### src/rtl/uart_verici_tamponlu_pkg.sv
// Shared UART transmit constants and FSM state encodings (CLK_HZ/BAUD_RATE sit with the integrator).
// Parity state PARITE is only reached when UART_PARITY_EN is defined.
package uart_verici_tamponlu_pkg;

    localparam int UART_VERI_BIT = 8;

    typedef enum logic [2:0] {
        BOSTA  = 3'd0,
        BASLA  = 3'd1,
        VERI   = 3'd2,
        PARITE = 3'd3,
        DUR    = 3'd4
    } durum_t;

endpackage

### src/rtl/verici_tampon.sv
// Circular byte FIFO with registered ready/occupancy.
// Latency: pushed byte visible at the head one edge later; ready drops on the edge that fills it.
module verici_tampon #(
    parameter int DEPTH = 16,
    parameter int W     = 8
) (
    input  logic                         clk,
    input  logic                         rst,
    input  logic                         yaz_gecerli,
    input  logic [W-1:0]                 yaz_veri,
    output logic                         hazir,
    input  logic                         oku,
    output logic [W-1:0]                 oku_veri,
    output logic                         bos,
    output logic [$clog2(DEPTH+1)-1:0]   doluluk
);

    localparam int AW = $clog2(DEPTH);
    localparam int CW = $clog2(DEPTH+1);

    logic [W-1:0]  mem [DEPTH];
    logic [AW-1:0] wr_ptr, rd_ptr;
    logic [CW-1:0] sayac, sayac_n;
    logic          hazir_q;
    logic          yaz_ok, oku_ok;

    assign yaz_ok = yaz_gecerli && hazir_q;
    assign oku_ok = oku && (sayac != '0);

    always_comb begin
        sayac_n = sayac;
        if (yaz_ok && !oku_ok)
            sayac_n = sayac + CW'(1);
        else if (!yaz_ok && oku_ok)
            sayac_n = sayac - CW'(1);
    end

    always_ff @(posedge clk or posedge rst) begin
        if (rst) begin
            wr_ptr  <= '0;
            rd_ptr  <= '0;
            sayac   <= '0;
            hazir_q <= 1'b1;
        end else begin
            if (yaz_ok)
                wr_ptr <= wr_ptr + AW'(1);
            if (oku_ok)
                rd_ptr <= rd_ptr + AW'(1);
            sayac   <= sayac_n;
            hazir_q <= (sayac_n != CW'(DEPTH));
        end
    end

    // Storage carries no reset; the pointers define what is valid.
    always_ff @(posedge clk) begin
        if (yaz_ok)
            mem[wr_ptr] <= yaz_veri;
    end

    assign oku_veri = mem[rd_ptr];
    assign bos      = (sayac == '0);
    assign doluluk  = sayac;
    assign hazir    = hazir_q;

endmodule

### src/rtl/uart_verici_tamponlu.sv
// Buffered UART transmitter: FIFO-fed 8N1 serialiser, 8E1 when UART_PARITY_EN is defined.
// Latency: start bit begins one edge after acceptance; frames are 10 (11) bit times, back-to-back.
// Backpressure: hazir_o low while the FIFO is full; the source holds veri_i until accepted.
module uart_verici_tamponlu
    import uart_verici_tamponlu_pkg::*;
#(
    parameter int FIFO_DEPTH = 16,
    parameter int BAUD_W     = 16
) (
    input  logic                              clk_i,
    input  logic                              rst_i,
    input  logic [7:0]                        veri_i,
    input  logic                              veri_gecerli_i,
    output logic                              hazir_o,
    input  logic [BAUD_W-1:0]                 baud_div_i,
    output logic [$clog2(FIFO_DEPTH+1)-1:0]   doluluk_o,
    output logic                              mesgul_o,
    output logic                              tx_o
);

    durum_t       durum, durum_n;
    logic [BAUD_W-1:0] sayac, div_q;
    logic [7:0]   kaydirma, bas_veri;
    logic [2:0]   bit_idx, bit_idx_n;
    logic         tx_q, tx_n;
    logic         pop, yukle, kaydir, bos, wrap;
`ifdef UART_PARITY_EN
    logic         parite_q;
`endif

    verici_tampon #(.DEPTH(FIFO_DEPTH), .W(8)) u_tampon (
        .clk         (clk_i),
        .rst         (rst_i),
        .yaz_gecerli (veri_gecerli_i),
        .yaz_veri    (veri_i),
        .hazir       (hazir_o),
        .oku         (pop),
        .oku_veri    (bas_veri),
        .bos         (bos),
        .doluluk     (doluluk_o)
    );

    assign wrap = (sayac == div_q - BAUD_W'(1));

    always_comb begin
        durum_n   = durum;
        tx_n      = tx_q;
        bit_idx_n = bit_idx;
        pop       = 1'b0;
        yukle     = 1'b0;
        kaydir    = 1'b0;
        case (durum)
            BOSTA: begin
                tx_n = 1'b1;
                if (!bos) begin
                    pop     = 1'b1;
                    yukle   = 1'b1;
                    tx_n    = 1'b0;
                    durum_n = BASLA;
                end
            end
            BASLA: if (wrap) begin
                durum_n   = VERI;
                tx_n      = kaydirma[0];
                bit_idx_n = '0;
            end
            VERI: if (wrap) begin
                if (bit_idx == 3'(UART_VERI_BIT - 1)) begin
`ifdef UART_PARITY_EN
                    durum_n = PARITE;
                    tx_n    = parite_q;
`else
                    durum_n = DUR;
                    tx_n    = 1'b1;
`endif
                end else begin
                    bit_idx_n = bit_idx + 3'd1;
                    kaydir    = 1'b1;
                    tx_n      = kaydirma[1];
                end
            end
`ifdef UART_PARITY_EN
            PARITE: if (wrap) begin
                durum_n = DUR;
                tx_n    = 1'b1;
            end
`endif
            // Popping on the last stop-bit edge keeps frames gap-free.
            DUR: if (wrap) begin
                if (!bos) begin
                    pop     = 1'b1;
                    yukle   = 1'b1;
                    tx_n    = 1'b0;
                    durum_n = BASLA;
                end else begin
                    tx_n    = 1'b1;
                    durum_n = BOSTA;
                end
            end
            default: begin
                durum_n = BOSTA;
                tx_n    = 1'b1;
            end
        endcase
    end

    always_ff @(posedge clk_i or posedge rst_i) begin
        if (rst_i)
            durum <= BOSTA;
        else
            durum <= durum_n;
    end

    always_ff @(posedge clk_i or posedge rst_i) begin
        if (rst_i) begin
            sayac    <= '0;
            div_q    <= '0;
            kaydirma <= '0;
            bit_idx  <= '0;
            tx_q     <= 1'b1;
`ifdef UART_PARITY_EN
            parite_q <= 1'b0;
`endif
        end else begin
            tx_q    <= tx_n;
            bit_idx <= bit_idx_n;
            if (yukle) begin
                // Divider is frozen per frame; zero behaves as one.
                kaydirma <= bas_veri;
                div_q    <= (baud_div_i == '0) ? BAUD_W'(1) : baud_div_i;
                sayac    <= '0;
`ifdef UART_PARITY_EN
                parite_q <= ^bas_veri;
`endif
            end else begin
                if (kaydir)
                    kaydirma <= kaydirma >> 1;
                if (durum != BOSTA)
                    sayac <= wrap ? '0 : sayac + BAUD_W'(1);
            end
        end
    end

    assign tx_o     = tx_q;
    assign mesgul_o = (durum != BOSTA) || !bos;

endmodule

### config.mk
export PLATFORM = sky130hd
export DESIGN_NAME = uart_verici_tamponlu
export DESIGN_NICKNAME = d
export VERILOG_FILES = /design/src/rtl/uart_verici_tamponlu_pkg.sv /design/src/rtl/verici_tampon.sv /design/src/rtl/uart_verici_tamponlu.sv
export SDC_FILE = /design/constraint.sdc
export NUM_CORES = 1
export LEC_CHECK = 0
export ABC_AREA = 1
export CAP_MARGIN = 5
export CORE_MARGIN = 2
export CORE_UTILIZATION = 32
export CTS_BUF_LIST = sky130_fd_sc_hd__clkbuf_4 sky130_fd_sc_hd__clkbuf_8
export DETAILED_ROUTE_END_ITERATION = 8
export PLACE_DENSITY = 0.49
export SLEW_MARGIN = 30
export SYNTH_ARGS = -nofsm -noshare
export SYNTH_HDL_FRONTEND = slang
export SYNTH_SLANG_ARGS = --single-unit
### constraint.sdc
create_clock -name clk_i -period 2.5 [get_ports clk_i]
set_input_delay 0.25 -clock clk_i [delete_from_list [all_inputs] [get_ports clk_i]]
set_output_delay 0.25 -clock clk_i [all_outputs]
set_load 0.01 [all_outputs]
==> summary.md <==
| Metric | Value |
|---|---|
| CP most frequent cell | nor2_1 |
| Layout area overhead | 19.1% |
| Most frequent cells in the layout | 161 x nand2_1, 128 x edfxtp_1, 107 x nor2_1 |
| RSZ-0062 raised after global routing | true |
| First-pass GRT wire length | 34000 um |
| Top cells by area, synth | edfxtp_1 43%, dfrtp_1 17%, nand2_1 7.1%, o21ai_0 5.3%, nor2_1 5.0% |
| Initial Utilization | 0.327 |
| Top delay family on crit path | simple AND/OR/NAND/NOR gates |
| I/O Buffers | 34 |
| Post-synth top area share | 0.435 |
| H-Tree Depth | 4 |
| Routed Antenna Nets | 0 |
| FP Rows | 60 |
| Syn_nets | just over 900 |
| Critical path capture point type | flop |
| Routability Congestion | 0.799 |
| Clock Skews | 21.3 ps |
| Vias per inst | 4.86 |
| Synth Cell Area | 0.00884 mm2 |
| Final WS setup | a little over 90 ps |
| Tmin final | roughly 2400 ps |
| Via count | around 6400 |
| Final hold slack | 124 ps |
| Placeable Area | 0.0270 mm2 |
| DP Wirelength | 14900 um |
| Distinct cells, synth | 44 |
| Clk slew on worst S/H paths | ~120 ps |
| CP cell instances | inv_2 > ha_4 > nand2_4 > nor2_4 > nand2_1 > xor2_2 > nand2_1 > nor2_2 > nand3_4 > nand2_8 > nand2_8 > buf_4 > nand2_4 > nor2_1 > nor2_1 > nor2_1 > nand3_1 |
| YS warnings | 0 |
| Place WS | -24.7 ps |
| Router iterations before antenna repair | 5 |
| Largest net degree at the start of global routing | 37 |
| Total track usage | 0.153 |
| GRT Residual Overflow | 0 |
| Chip height | 170 um |
| I/O pins | 35 |
| N_diodes | 0 |
| Synth area leader | edfxtp_1 |
| Worst Max-Slew Pin Slew | 912 ps |
| Gate Count Post-Synth | between 800 and 900 |
| FILL cells | 2696 |
| Fin crit share | 0.963 |
| # DRC | 0 |
| Hold Vio Cnt, Final | 0 |
| Hold Crit Class | input pin to asynchronous set/reset pin |
| CP Data Arrival Time | 2820 ps |
| R2r endpoint | u_tampon.hazir |
| Pwr Density | 1140 mW/mm2 |
| Commonest non-fill, non-tap cell in the layout | nand2_1 |
| CP Max Fanout | 8 |
| Setup CP Type | flop to flop |
| Type of origin of the critical path | flop |
| Fmax | approximately 420 MHz |
| Clock sink count | 189 |
| Nets | 990 |
| Setup TNS | 0 ps |
| Cts hold-fix bufs | 0 |
| Clk_lat worst skew | 480 ps |
| Clock tree buffer depth | 2 |
| Reg2Reg Setup Slack | 90 ps |
| Max Slew Vio Count | 0 |
| Drt wl/cell | between 15 and 20 um |
| Flops & latches, synth | 189 |
| Buf+Inv Stages, Crit Path | 2 |
| Biggest cell delay along the critical path | between 400 and 500 ps |
| Antenna violations before repair | 0 |
| Inst Count DP | around 1300 |
| Die X | approximately 170 um |
| Share of cells above drive strength 1 | 0.151 |
| Initial drt markers | 399 |
| Reg2Reg Depth | 17 |
| Register area share after synthesis | 0.608 |
| Die Area | 0.0290 mm2 |
| Count of final setup violators | 0 |
| Slowest cell on crit path | dfrtp_1 |
| MaxCap Viol Count | 0 |
| FF-to-FF Start | div_q[1] |
| Worst vdd ir | 0.000495 V |
| Total power | 12000 uW |
| Via count of the first global-routing pass | around 6100 |
| Avg Cell Area, Syn | between 10 and 15 um2 |
| Final non-filler cell total | 1306 |
| CTS tree | yes |
| Outcome | finished clean |
| WL final | 21600 um |
| Pleak | 0.00401 uW |
| Rel. slew slack | 0.390 |
| Root Buffer | clkbuf_8 |
| Req. time, crit path | roughly 2900 ps |
| CTS buffer count | 17 |
[flip-flops by register name (all words and copies together), names as in the netlist]
signal and count:
u_tampon.mem 128, div_q 16, sayac 16, kaydirma 8, u_tampon.doluluk 5, u_tampon.rd_ptr 4
u_tampon.wr_ptr 4, bit_idx 3, durum 3, tx_o 1, u_tampon.hazir 1
[report_power, final]
part           internal (uW)  switching (uW)  leakage [uW]  total, uW
Sequential              3940             447       0.00193       4390
Combinational           1990            3360       0.00186       5350
Clock                    897            1350      0.000226       2250
[worst reg2reg max path, delay by kind of cell (launching register included)]
family	cells	cell delay, ps
xor gates and xnor gates	1	170
DFF	1	420
adders and majority gates	1	190
buffers and inverters	2	260
and+or+nand+nor	13	1360
[logic make-up after synthesis]
kind of cell | Yosys count | share of synthesized area
simple gates | 372 | 0.186
flops | 189 | 0.608
compound gates | 177 | 0.114
buf+inv | 98 | 0.0432
xor+xnor | 33 | 0.0327
fa+ha+maj | 11 | 0.0156
[per-layer routing]
| metal | global-route usage | share of wire | up-vias |
|---|---|---|---|
| met5 | 0 | 0 | - |
| met4 | 0.0405 | 0.013 | 0 |
| met3 | 0.0233 | 0.022 | 12 |
| met2 | 0.250 | 0.47 | 74 |
| met1 | 0.213 | 0.49 | 3080 |
| li1 | - | - | 3184 |
[layout make-up]
class / count / area [um2] / share of cell area
clock buffers: 17 / 234 / 0.0222
clock inverters: 15 / 228 / 0.0216
inverters: 67 / 256 / 0.0244
multi-input cells: 594 / 3240 / 0.308
flip-flops and latches: 189 / 5380 / 0.511
well taps: 341 / 427 / 0.0405
repair buffers: 83 / 766 / 0.0727
[cell usage after synthesis (all sizes together)]
cell / count
or2: 2
xnor2: 2
nand2: 178
o2111ai: 1
a311oi: 1
nor3: 6
nand4: 9
a32o: 1
o221ai: 8
o21ai: 101
ha: 11
or3: 1
inv: 64
nor4: 6
nand3: 42
clkinv: 3
clkbuf: 26
nor2: 127
and2: 1
o211ai: 6
dfrtp: 59
dfstp: 2
a21oi: 16
edfxtp: 128
o21a: 1
a31oi: 1
a41oi: 1
xor2: 31
a221oi: 2
o21bai: 1
buf: 5
o22ai: 37
[through the flow]
stage / cell area, um2 / util
finish: 10500 / 0.389
global route: 10500 / 0.389
CTS: 10300 / 0.380
detailed placement: 9800 / 0.362
global placement: 9790 / 0.362
floorplan: 8840 / -
[worst max-delay path by stage]
| stage | depth (start not counted) | from | to | slack [ps] |
|---|---|---|---|---|
| floorplan | 17 | div_q[0] | u_tampon.hazir | 230 |
| CTS | 9 | u_tampon.doluluk[0] | mesgul_o | -0.1 |
| finish | 17 | div_q[1] | u_tampon.hazir | 90 |
| global placement | 19 | div_q[1] | kaydirma[6] | 60 |
| global route | 16 | div_q[4] | u_tampon.hazir | -80 |
| detailed placement | 19 | div_q[1] | kaydirma[6] | -20 |
[repair_timing]
item,CTS,global route
endpoints found under the setup margin,2,53
pin swaps,0,14
setup buffers,2,12
cloned,0,1
gates resized for setup,4,39
No activity file was read; power rests on OpenSTA's default activity.
==> patch, RTL diff (config.mk and constraints unchanged) <==
Make the reset (`rst` and `rst_i`) synchronous in 3 clocked blocks.
--- a/src/rtl/verici_tampon.sv
+++ b/src/rtl/verici_tampon.sv
@@ -35,7 +35,7 @@
             sayac_n = sayac - CW'(1);
     end
 
-    always_ff @(posedge clk or posedge rst) begin
+    always_ff @(posedge clk) begin
         if (rst) begin
             wr_ptr  <= '0;
             rd_ptr  <= '0;
--- a/src/rtl/uart_verici_tamponlu.sv
+++ b/src/rtl/uart_verici_tamponlu.sv
@@ -104,14 +104,14 @@
         endcase
     end
 
-    always_ff @(posedge clk_i or posedge rst_i) begin
+    always_ff @(posedge clk_i) begin
         if (rst_i)
             durum <= BOSTA;
         else
             durum <= durum_n;
     end
 
-    always_ff @(posedge clk_i or posedge rst_i) begin
+    always_ff @(posedge clk_i) begin
         if (rst_i) begin
             sayac    <= '0;
             div_q    <= '0;
Formal check against the unedited RTL: differs if rst_i is asserted again (counterexample within 4 cycles, from zero or initial values and one cycle with rst_i high); with rst_i held inactive, the same outputs for 10 cycles.
==> patch against the unedited design <==
- area after synthesis is 0.34% higher
- critical endpoint is now mesgul_o
- die area is 0.33% higher
- clock power is 2% higher
- sequential cell count is 4 higher
- worst hold slack better by 0.21 ns
- setup slack better by 0.060 ns
- first-iteration DRC count is 3.0% higher
- sequential power is 9.6% lower
- clock skew is 0.0076 ns higher
- power is 4.8% lower
- combinational power is 4.1% lower
- routed wire length is 4.2% higher
- design area is 0.59% lower
==> patch: results (changes against the unedited design) <==
Status
  • Status: finished, final reports clean (unchanged)

Pwr
  • Static Leak: 3.849 nW (was 4.014 nW)
  • VDD IR max: 403.8 uV (was 495.1 uV)

Worst setup path
  • Max FO, Critical Path: 5 (was 8)
  • Worst path arrival time: 2.10 ns (was 2.82 ns)
  • Slowest-stage cell, CP: clkdlybuf4s50_1 (was dfrtp_1)
  • Worst path max stage delay: 0.54 ns (was 0.42 ns)

Logic synthesis
  • Syn Nets: 951 (was 918)
  • Synthesis warning total: 0 (unchanged)
  • Number of synthesized flops with an enable pin: 128 (unchanged)
  • Ys async rst share: 0% (was 32.28%)
  • Post-synthesis sequential area ratio: 58.01% (was 60.78%)
  • Netlist cell types: 45 (was 44)
  • Synth top cells by count: nand2_1, edfxtp_1, nor2_1, o21ai_0, inv_1 (unchanged)
  • Top_reg_cell synth: edfxtp_1 (unchanged)
  • Top post-synthesis cells by area: edfxtp_1, dfxtp_1, nand2_1 (was edfxtp_1, dfrtp_1, nand2_1)

Routing
  • Drt first-iter violations: 411 (was 399)
  • Drt pass-1 iters: 4 (was 5)
  • Vias/cell: 4.801 (was 4.862)
  • Drt total wl: 22480 um (was 21580 um)

Layout
  • NumNets Final: 1019 (was 990)
  • Fill count: 2738 (was 2696)
  • Share of cells above drive strength 1: 15.29% (was 15.13%)

Clocking
  • Worst-path clk slew: 0.12 ns (about the same)
  • Clock root cell: clkbuf_8 (unchanged)
  • Worst-skew pair later-pin latency: 0.49 ns
  • H-tree levels: 4 (unchanged)

Global routing
  • First-pass GRT wire length: 35000 um (was 34000 um)
  • Vias in the first global route: 6241 (was 6116)
  • Overall Global Routing Usage: 15.85% (was 15.30%)
  • Initial antenna violation count: 0 (unchanged)
  • Largest net degree at the start of global routing: 31 (was 37)

Place
  • Routability cong.: 0.8295 (was 0.7989)
  • Placement Setup Slack: -0.04324 ns (was -0.02469 ns)
  • Dpl hpwl: 15660 um (was 14930 um)
  • DP Area: 9841 sq um (was 9796 sq um)

STA
  • Slew headroom: 51.58% (was 38.99%)
  • Endpoints failing setup: 0 (unchanged)
  • Final Skew: 0.02892 ns (was 0.02132 ns)

Min path
  • Worst Hold Class: primary input to flop (was primary input to async pin)
==> patch: power breakdown <==
part / switching [W] / internal [W]
Clock: 0.00145 / 0.000849
Combinational: 0.00320 / 0.00193
Sequential: 0.000301 / 0.00367
Total: 0.00495 / 0.00646
==> patch: cell type report <==
cell class	count	share of cell area [%]
repair buffers	82	6.923
flip-flops and latches	193	49.22
clock buffers	17	2.236
clock inverters	15	2.188
inverters	83	2.977
multi-input cells	604	32.01
well taps	372	4.448
==> patch: worst paths after layout <==
check                      start    endpoint  slack, ns  cells past startpoint
max          u_tampon.doluluk[0]    mesgul_o       0.15                      6
max reg2reg             div_q[1]   div_q[13]       0.16                     15
min reg2reg           bit_idx[2]  bit_idx[2]       0.48                      2
min                baud_div_i[2]    div_q[2]       0.33                      3
==> patch: repair_timing <==
item,CTS,global route
gates resized for setup,6,26
endpoints found under the setup margin,9,49
cloned,0,1
buffers inserted,4,3
pin swaps,2,5
==> patch: kinds of logic after synthesis <==
logic type | after synthesis | share of synthesized area (%)
adder cells (fa/ha/maj) | 11 | 1.552
flip-flops | 193 | 58.01
AND/OR/NAND/NOR | 390 | 20.43
buffers and inverters | 117 | 5.276
AO/OA/AOI/OAI | 174 | 11.98
XOR/XNOR | 28 | 2.765
==> patch: layer usage <==
| metal | track usage (%) | vias to the layer above | routed length, um |
|---|---|---|---|
| met5 | 0 | - | 0 |
| met4 | 4.571 | 0 | 373 |
| met3 | 2.070 | 21 | 800 |
| met2 | 26.10 | 116 | 10550 |
| met1 | 21.84 | 3129 | 10750 |
| li1 | - | 3292 | - |
==> patch: critical path, delay by kind of cell (launching register included) <==
family / cells / cell delay, ns
DFF: 1 / 0.45
adders and majority gates: 1 / 0.23
buffers and inverters: 2 / 0.65
and+or+nand+nor: 3 / 0.28
==> patch: metrics by stage <==
stage                     utilization, %  instances
after floorplan                        -        913
after global placement             36.31       1326
after detailed placement           36.31       1326
after CTS                          38.20       1362
after global routing               38.61       1366
final                              38.61       1366
